$ cat src/rtl/ex_mem_stage_reg_pkg.sv
// Shared constants and control decode for the EX/MEM pipeline register.
// Replaces the old defines.vh macros with typed package items.
package ex_mem_stage_reg_pkg;

    localparam logic RST_ENABLE    = 1'b1;
    localparam logic STOP          = 1'b1;
    localparam logic NO_STOP       = 1'b0;
    localparam logic WRITE_DISABLE = 1'b0;
    localparam int   STALL_W       = 6;

    typedef enum logic [1:0] {
        CTL_ADVANCE = 2'd0,
        CTL_BUBBLE  = 2'd1,
        CTL_HOLD    = 2'd2,
        CTL_FLUSH   = 2'd3
    } stage_ctl_e;

    // Flush wins over any stall pattern; advance and bubble/hold are exclusive.
    function automatic stage_ctl_e decode_ctl(input logic flush, input logic held,
                                              input logic next_held);
        if (flush)
            return CTL_FLUSH;
        else if (held == NO_STOP)
            return CTL_ADVANCE;
        else if (next_held == NO_STOP)
            return CTL_BUBBLE;
        else
            return CTL_HOLD;
    endfunction

endpackage

$ cat src/rtl/ex_mem_stage_reg_pipe_lane_reg.sv
// One register-write lane of the EX/MEM register: {wd, wreg, wdata}.
// Clear and bubble both load a NOP; without advance or bubble the lane holds.
module pipe_lane_reg
    import ex_mem_stage_reg_pkg::*;
#(
    parameter int REG_ADDR_W = 5,
    parameter int DATA_W     = 32
) (
    input  logic                  clk,
    input  logic                  rst,
    input  logic                  clear,
    input  logic                  advance,
    input  logic                  bubble,
    input  logic [REG_ADDR_W-1:0] wd_i,
    input  logic                  wreg_i,
    input  logic [DATA_W-1:0]     wdata_i,
    output logic [REG_ADDR_W-1:0] wd_o,
    output logic                  wreg_o,
    output logic [DATA_W-1:0]     wdata_o
);

    logic [REG_ADDR_W-1:0] wd_q, wd_d;
    logic                  wreg_q, wreg_d;
    logic [DATA_W-1:0]     wdata_q, wdata_d;

    always_comb begin
        wd_d    = wd_q;
        wreg_d  = wreg_q;
        wdata_d = wdata_q;
        if (clear || bubble) begin
            wd_d    = '0;
            wreg_d  = WRITE_DISABLE;
            wdata_d = '0;
        end else if (advance) begin
            wd_d    = wd_i;
            wreg_d  = wreg_i;
            wdata_d = wdata_i;
        end
    end

    always_ff @(posedge clk) begin
        if (rst == RST_ENABLE) begin
            wd_q    <= '0;
            wreg_q  <= WRITE_DISABLE;
            wdata_q <= '0;
        end else begin
            wd_q    <= wd_d;
            wreg_q  <= wreg_d;
            wdata_q <= wdata_d;
        end
    end

    assign wd_o    = wd_q;
    assign wreg_o  = wreg_q;
    assign wdata_o = wdata_q;

endmodule

$ cat src/rtl/ex_mem_stage_reg.sv
// EX/MEM pipeline register: N write lanes, load/store operands, MADD/MSUB
// temporaries carried across stalls, valid flag and saturating bubble counter.
module ex_mem_stage_reg
    import ex_mem_stage_reg_pkg::*;
#(
    parameter int LANES       = 1,
    parameter int REG_ADDR_W  = 5,
    parameter int DATA_W      = 32,
    parameter int ALUOP_W     = 8,
    parameter int CNT_W       = 2,
    parameter int STAGE       = 3,
    parameter int STALL_CNT_W = 8
) (
    input  logic                        clk,
    input  logic                        rst,
    input  logic [STALL_W-1:0]          stall,
    input  logic                        flush,
    input  logic [LANES*REG_ADDR_W-1:0] ex_wd,
    input  logic [LANES-1:0]            ex_wreg,
    input  logic [LANES*DATA_W-1:0]     ex_wdata,
    input  logic                        ex_whilo,
    input  logic [DATA_W-1:0]           ex_hi,
    input  logic [DATA_W-1:0]           ex_lo,
    input  logic [ALUOP_W-1:0]          ex_aluop,
    input  logic [DATA_W-1:0]           ex_mem_addr,
    input  logic [DATA_W-1:0]           ex_reg2,
    input  logic [2*DATA_W-1:0]         hilo_i,
    input  logic [CNT_W-1:0]            cnt_i,
    output logic [LANES*REG_ADDR_W-1:0] mem_wd,
    output logic [LANES-1:0]            mem_wreg,
    output logic [LANES*DATA_W-1:0]     mem_wdata,
    output logic                        mem_whilo,
    output logic [DATA_W-1:0]           mem_hi,
    output logic [DATA_W-1:0]           mem_lo,
    output logic [ALUOP_W-1:0]          mem_aluop,
    output logic [DATA_W-1:0]           mem_mem_addr,
    output logic [DATA_W-1:0]           mem_reg2,
    output logic                        mem_valid,
    output logic [2*DATA_W-1:0]         hilo_o,
    output logic [CNT_W-1:0]            cnt_o,
    output logic [STALL_CNT_W-1:0]      bubble_cnt
);

    if (STAGE < 0 || STAGE > 4) begin : g_bad_stage
        $error("ex_mem_stage_reg: STAGE must be in 0..4");
    end

    stage_ctl_e ctl;
    logic       advance, bubble, clear;
    logic       unused_stall;

    assign ctl          = decode_ctl(flush, stall[STAGE], stall[STAGE+1]);
    assign advance      = (ctl == CTL_ADVANCE);
    assign bubble       = (ctl == CTL_BUBBLE);
    assign clear        = (ctl == CTL_FLUSH);
    assign unused_stall = ^stall;

    for (genvar g = 0; g < LANES; g++) begin : g_lane
        pipe_lane_reg #(
            .REG_ADDR_W (REG_ADDR_W),
            .DATA_W     (DATA_W)
        ) u_lane (
            .clk     (clk),
            .rst     (rst),
            .clear   (clear),
            .advance (advance),
            .bubble  (bubble),
            .wd_i    (ex_wd[g*REG_ADDR_W +: REG_ADDR_W]),
            .wreg_i  (ex_wreg[g]),
            .wdata_i (ex_wdata[g*DATA_W +: DATA_W]),
            .wd_o    (mem_wd[g*REG_ADDR_W +: REG_ADDR_W]),
            .wreg_o  (mem_wreg[g]),
            .wdata_o (mem_wdata[g*DATA_W +: DATA_W])
        );
    end

    logic                   whilo_q, whilo_d;
    logic [DATA_W-1:0]      hi_q, hi_d, lo_q, lo_d;
    logic [ALUOP_W-1:0]     aluop_q, aluop_d;
    logic [DATA_W-1:0]      addr_q, addr_d, reg2_q, reg2_d;
    logic                   valid_q, valid_d;
    logic [2*DATA_W-1:0]    hilo_q, hilo_d;
    logic [CNT_W-1:0]       cnt_q, cnt_d;
    logic [STALL_CNT_W-1:0] bubble_cnt_q, bubble_cnt_d;

    // The MADD temporaries keep following EX whenever this stage is held,
    // and are dropped once the instruction finally advances.
    always_comb begin
        whilo_d      = whilo_q;
        hi_d         = hi_q;
        lo_d         = lo_q;
        aluop_d      = aluop_q;
        addr_d       = addr_q;
        reg2_d       = reg2_q;
        valid_d      = valid_q;
        hilo_d       = hilo_q;
        cnt_d        = cnt_q;
        bubble_cnt_d = bubble_cnt_q;
        unique case (ctl)
            CTL_FLUSH: begin
                whilo_d      = WRITE_DISABLE;
                hi_d         = '0;
                lo_d         = '0;
                aluop_d      = '0;
                addr_d       = '0;
                reg2_d       = '0;
                valid_d      = 1'b0;
                hilo_d       = '0;
                cnt_d        = '0;
                bubble_cnt_d = '0;
            end
            CTL_BUBBLE: begin
                whilo_d      = WRITE_DISABLE;
                hi_d         = '0;
                lo_d         = '0;
                aluop_d      = '0;
                addr_d       = '0;
                reg2_d       = '0;
                valid_d      = 1'b0;
                hilo_d       = hilo_i;
                cnt_d        = cnt_i;
                bubble_cnt_d = (&bubble_cnt_q) ? bubble_cnt_q
                                               : bubble_cnt_q + STALL_CNT_W'(1);
            end
            CTL_ADVANCE: begin
                whilo_d      = ex_whilo;
                hi_d         = ex_hi;
                lo_d         = ex_lo;
                aluop_d      = ex_aluop;
                addr_d       = ex_mem_addr;
                reg2_d       = ex_reg2;
                valid_d      = 1'b1;
                hilo_d       = '0;
                cnt_d        = '0;
                bubble_cnt_d = '0;
            end
            default: begin
                hilo_d = hilo_i;
                cnt_d  = cnt_i;
            end
        endcase
    end

    always_ff @(posedge clk) begin
        if (rst == RST_ENABLE) begin
            whilo_q      <= WRITE_DISABLE;
            hi_q         <= '0;
            lo_q         <= '0;
            aluop_q      <= '0;
            addr_q       <= '0;
            reg2_q       <= '0;
            valid_q      <= 1'b0;
            hilo_q       <= '0;
            cnt_q        <= '0;
            bubble_cnt_q <= '0;
        end else begin
            whilo_q      <= whilo_d;
            hi_q         <= hi_d;
            lo_q         <= lo_d;
            aluop_q      <= aluop_d;
            addr_q       <= addr_d;
            reg2_q       <= reg2_d;
            valid_q      <= valid_d;
            hilo_q       <= hilo_d;
            cnt_q        <= cnt_d;
            bubble_cnt_q <= bubble_cnt_d;
        end
    end

    assign mem_whilo    = whilo_q;
    assign mem_hi       = hi_q;
    assign mem_lo       = lo_q;
    assign mem_aluop    = aluop_q;
    assign mem_mem_addr = addr_q;
    assign mem_reg2     = reg2_q;
    assign mem_valid    = valid_q;
    assign hilo_o       = hilo_q;
    assign cnt_o        = cnt_q;
    assign bubble_cnt   = bubble_cnt_q;

endmodule

$ cat config.mk
export PLATFORM = sky130hd
export DESIGN_NAME = ex_mem_stage_reg
export DESIGN_NICKNAME = d
export VERILOG_FILES = /design/src/rtl/ex_mem_stage_reg_pkg.sv /design/src/rtl/ex_mem_stage_reg_pipe_lane_reg.sv /design/src/rtl/ex_mem_stage_reg.sv
export SDC_FILE = /design/constraint.sdc
export NUM_CORES = 1
export LEC_CHECK = 0
export ABC_CLOCK_PERIOD_IN_PS = 1800
export BUFFER_PORTS_ARGS = -buffer_cell sky130_fd_sc_hd__clkbuf_2
export CORE_AREA = 2 2 196 198
export CTS_BUF_LIST = sky130_fd_sc_hd__clkbuf_4 sky130_fd_sc_hd__clkbuf_8
export CTS_CLUSTER_DIAMETER = 80
export CTS_CLUSTER_SIZE = 28
export DETAILED_ROUTE_END_ITERATION = 16
export DIE_AREA = 0 0 198 200
export GPL_ROUTABILITY_DRIVEN = 0
export PLACE_DENSITY = 0.59
export SYNTH_ARGS = -nofsm -noshare
export SYNTH_HDL_FRONTEND = slang
export SYNTH_SLANG_ARGS = --single-unit
$ cat constraint.sdc
create_clock -name clk -period 1.8 [get_ports clk]
set_input_delay 0.36 -clock clk [delete_from_list [all_inputs] [get_ports clk]]
set_output_delay 0.36 -clock clk [all_outputs]
set_load 0.01 [all_outputs]
Word-level counts from Yosys, hierarchy flattened

Cells that the tools add are included.

Register bits after elaboration: 250
Input bits: 250
Output and inout port bits: 250
Logic and storage cells: 39

$add $sub $neg: 1
Equal/unequal tests: 3
Multiplexer cells: 12
Reductions and logical operators: 10

Operators by type and width:

| kind                | number |
|---|---|
| $pmux 32 s2         | 4 |
| $pmux 8 s2          | 2 |
| $add 8x1->8 const B | 1 |
| $mux 8              | 1 |
| $reduce_and 8->1    | 1 |
| $mux 2              | 3 |
| $reduce_or 2->1     | 3 |
| $pmux 1 s2          | 2 |
| $reduce_bool 2->1   | 2 |
| $reduce_or 3->1     | 1 |
| $eq 2x1->1 const B  | 1 |
| $eq 2x2->1 const B  | 1 |
| $logic_not 2->1     | 1 |
| $ne 2x2->1 const B  | 1 |
| $reduce_and 2->1    | 1 |
| $logic_or 1x1->1    | 1 |

Depth between registers and ports, before layout

Depth after elaboration: 7
Depth in mapped cells: 6
Depth with buffers taken out: 5

Modules after synthesis

From an unflattened synthesis, not the netlist that was laid out.

Cell total of the unflattened synthesis: 775
Area, all modules: 8,100.3 um^2

Modules (own cells, without submodules):

| module           | instances | cells an instance | area each (um^2) | seq. area each (um^2) |
|---|---|---|---|---|
| ex_mem_stage_reg | 1         | 652               | 6,740.2          | 4,244.1 |
| pipe_lane_reg    | 1         | 123               | 1,360.1          | 760.7 |

Least setup slack after synthesis

No wires, ideal clock.

Path type: register -> register
Start point: register bubble_cnt_q[0], in the netlist bubble_cnt[0]
End point: register bubble_cnt_q[6], in the netlist bubble_cnt[6]
Library setup time: 0.115 ns
Arrival: 1.227 ns
Slack: 0.458 ns
Stages on the path, launching flop included: 6
Buffers on the path: 0
Cell sequence: dfxtp_1 -> ha_1 -> nand3_1 -> o41ai_1 -> o41ai_1 -> and2_1

Word-level cells in the longest chain between the ends: 3
Elaborated cells between the ends (all ways): 6
Classes of those cells: 1 x add/sub; 1 x eq/ne; 2 x mux; 2 x reduce/logical

RTL lines:

| what                                            | RTL line                                         | text |
|---|---|---|
| start, declared                                 | ex_mem_stage_reg.sv:84                           | `logic [STALL_CNT_W-1:0] bubble_cnt_q, bubble_cnt_d;` |
| start signal, assigned                          | ex_mem_stage_reg.sv:166                          | `bubble_cnt_q <= bubble_cnt_d;` |
| $add 8x1->8 or $reduce_and 8->1 (tied branches) | ex_mem_stage_reg.sv:123, ex_mem_stage_reg.sv:122 |  |
| $mux 8 or $ne 2x2->1 (tied branches)            | n/a                                              |  |
| $pmux 8 s2 or $reduce_and 2->1 (tied branches)  | n/a                                              |  |

Parallel ways exist; a longest one is shown, timed or not. The select of a mux whose other input is x is not followed.
A chain may end at the register's enable or synchronous reset.

Final worst setup path

Start point: register bubble_cnt_q[2], in the netlist bubble_cnt[2]
End point: output bubble_cnt[2]

RTL lines:

| what          | RTL line               | text |
|---|---|---|
| end, declared | ex_mem_stage_reg.sv:41 | `output logic [STALL_CNT_W-1:0] bubble_cnt` |

No word-level cell between the ends.

==> impl_results.md <==
- GR Util All Layers: about 14%
- CP max stage delay: ~0.49 ns
- Worst slack, placed: between 0.07 and 0.08 ns
- CTS tree: done
- Post-route setup TNS: 0 ns
- Syn nets: 1072
- Crit share post-route: 90.94%
- Width of the die: approximately 200 µm
- Synth unique cells: 35
- CTS H-tree lvls: 1
- Worst path arrival time: between 1 and 1.5 ns
- Commonest non-fill, non-tap cells in the layout: clkbuf_2 (494), dfxtp_1 (250), dlygate4sd3_1 (206)
- Final net count: around 1800
- Post-DP HPWL: 21.05 mm
- Hold path depth: 3
- Cells along the critical path: clkbuf_2
- Vias per std cell: ~4.3
- Register area share after synthesis: 57.31%
- Largest net degree at the start of global routing: between 80 and 90
- Hold-fix buffers, CTS: 205
- WP buf/inv: 1
- Drt wl/cell: approximately 15 µm
- CORE AREA: roughly 37000 µm²
- Max-Cap Viols: 0
- Final setup viols: 0
- Placed Instances: 1786
- Worst vdd rail ir drop: 0.6457 mV
- Worst Reg-to-Reg Cells: 5
- RR Endpoint: bubble_cnt[0]
- Worst-path fanout max: 8
- Area delta synth->final: 64.04%
- Chip height: about 200 µm
- Fin. max-slew vios: 0
- CTS sink cnt: 250
- Layout cell share with drive strength beyond 1: a little under half
- I/O pins: 500
- Clk_lat worst skew: roughly 0.58 ns
- Final setup skew: ~0.005 ns
- Cell Pwr Density: about 740 nW/µm²
- CP delay by family, top: flip-flops
- DRC viols: 0
- Worst slew margin: between 40% and 50%
- R2r setup slk: roughly 0.34 ns
- Worst Path Required: approximately 1.4 ns
- Crit. End Element: output pin
- Vias in the first global route: about 8800
- Detail Route Antenna Nets: 0
- Worst Hold Class: in2reg
- Routed WL: 30.66 mm
- Maximum clock rate: 610.9 MHz
- Synthesized cell area: just under 9000 µm²
- Clock-pin transition on the worst setup and hold timing paths: between 0.1 and 0.15 ns
- Total gr overflow: 0
- CTS max path bufs: 3
- Setup CP Type: reg2out
- Die area: between 30000 and 40000 µm²
- Post-Syn Instances: approximately 820
- Worst path slowest cell: dfxtp_1
- Unrepaired setup endpoints after global routing: no
- Worst Setup Start Kind: flop
- Hold Violations, Final: 0
- Worst path depth: 1
- CTS root buf: clkbuf_8
- Syn_area_per_cell: 10.64 µm²
- Routed via count: about 8700
- First-pass GRT wire length: ~45 mm
- Lkg Pwr: roughly 6.5 nW
- Status: completed
- Starting density of the core: a little under a quarter
- Initial DRC Count: 300
- Worst setup slack after layout: ~0.16 ns
- R2r startpoint: bubble_cnt[0]
- PortBufs: between 400 and 500
- Yosys warns: 0
- Hold Crit Endpoint: mem_reg2[21]
- Setup Buffers After CTS: 0
- Synth Register Bits: 250
- # resized after CTS: 0
- Initial antenna violation count: 2
- CTS Buf Count: 17
- Tmin final: around 1.6 ns
- Final Non-Filler Cells: about 2000
- Worst Tran Pin Value: 0.8464 ns
- Pre-antenna DRT Iters: 4
- PnR Total Power: 10.61 mW
- Most common cell after layout, fill and taps aside: clkbuf_2
- Row count: 71
- Min-delay src: ex_reg2[21]
## per-layer routing
layer  global-route usage [%]  vias to the layer above  part of all wire [%]
met5                        0                        -                     0
met4                    5.653                        0                   3.6
met3                    4.368                       59                   7.6
met2                    26.32                      353                    51
met1                    15.32                     4073                    38
li1                         -                     4199                     -
## final cells by class
class                   count  area [µm²]
fillers                  3597       23070
well taps                 511       639.4
flip-flops and latches    250        5005
clock inverters            12       165.2
inverters                   1       3.754
diodes                      2       5.005
multi-input cells         498        3311
repair buffers            732        4950
clock buffers              18       247.7
## tightest hold or removal path, delay by kind of cell
family,cells,cell delay (ns)
simple gates,1,0.07
buf+inv,1,0.09
compound gates,1,0.06
## worst max-delay path by stage
stage,from,to,slack (ns)
3_3_place_gp,flush,g_lane[0].u_lane.wdata_o[15],0.15
2_1_floorplan,bubble_cnt[0],bubble_cnt[6],0.46
5_1_grt,bubble_cnt[2],bubble_cnt[2],0.09
6_report,bubble_cnt[2],bubble_cnt[2],0.16
4_1_cts,bubble_cnt[2],bubble_cnt[2],0.11
3_5_place_dp,flush,g_lane[0].u_lane.wdata_o[21],0.08
## through the flow
stage                     utilization (%)  hold WS, ns  instance area (µm²)
after floorplan                         -       0.4805                 8733
after global placement              31.68       0.4438                11850
after detailed placement            31.68       0.4467                11850
after CTS                           38.27   0.00006695                14310
after global routing                38.30     0.005432                14320
final                               38.31      0.04500                14330
## Yosys cell counts, drive strengths merged
cell type  instances  area [µm²]
dfxtp            250        5005
nor2             144       613.1
a22oi            137        1529
nand2             83       311.6
and3              67       419.2
a21oi             41       205.2
buf               40       319.1
clkbuf            32       121.4
o21ai              4       20.01
a31oi              2       12.51
nand3              2       10.01
nand4b             2       17.52
o41ai              2       17.52
xnor2              2       17.52
a21boi             1       7.510
a311oi             1       8.760
and2               1       6.260
and4               1       8.760
and4b              1       10.01
ha                 1       12.51
inv                1       3.750
mux2i              1       10.01
nand2b             1       6.260
nor2b              1       6.260
nor3               1       10.01
nor3b              1       18.77
or2                1       6.260
## power breakdown
group / switching [mW] / internal (mW)
Combinational: 0.701 / 0.831
Sequential: 0.0811 / 5.68
Clock: 2.10 / 1.22
Total: 2.88 / 7.73
## sequential cells by signal (all words and copies together), names as in the netlist
register and cells:
hilo_o 64, g_lane.u_lane.wdata_o 32, mem_hi 32, mem_lo 32, mem_mem_addr 32, mem_reg2 32
bubble_cnt 8, mem_aluop 8, g_lane.u_lane.wd_o 5, cnt_o 2, g_lane.u_lane.wreg_o 1, mem_valid 1
mem_whilo 1
## logic make-up (layout without fill, tap and decap cells)
group / count (synthesis) / count (layout) / share of synthesized area [%]
other: 0 / 2 / 0
adder cells (fa/ha/maj): 1 / 1 / 0.1432
buffers and inverters: 73 / 763 / 5.086
AO/OA/AOI/OAI: 188 / 188 / 20.62
multiplexers: 1 / 1 / 0.1146
flip-flops: 250 / 250 / 57.31
XOR/XNOR: 2 / 2 / 0.2006
AND/OR/NAND/NOR: 306 / 306 / 16.53
No activity file was read; power rests on OpenSTA's default activity.
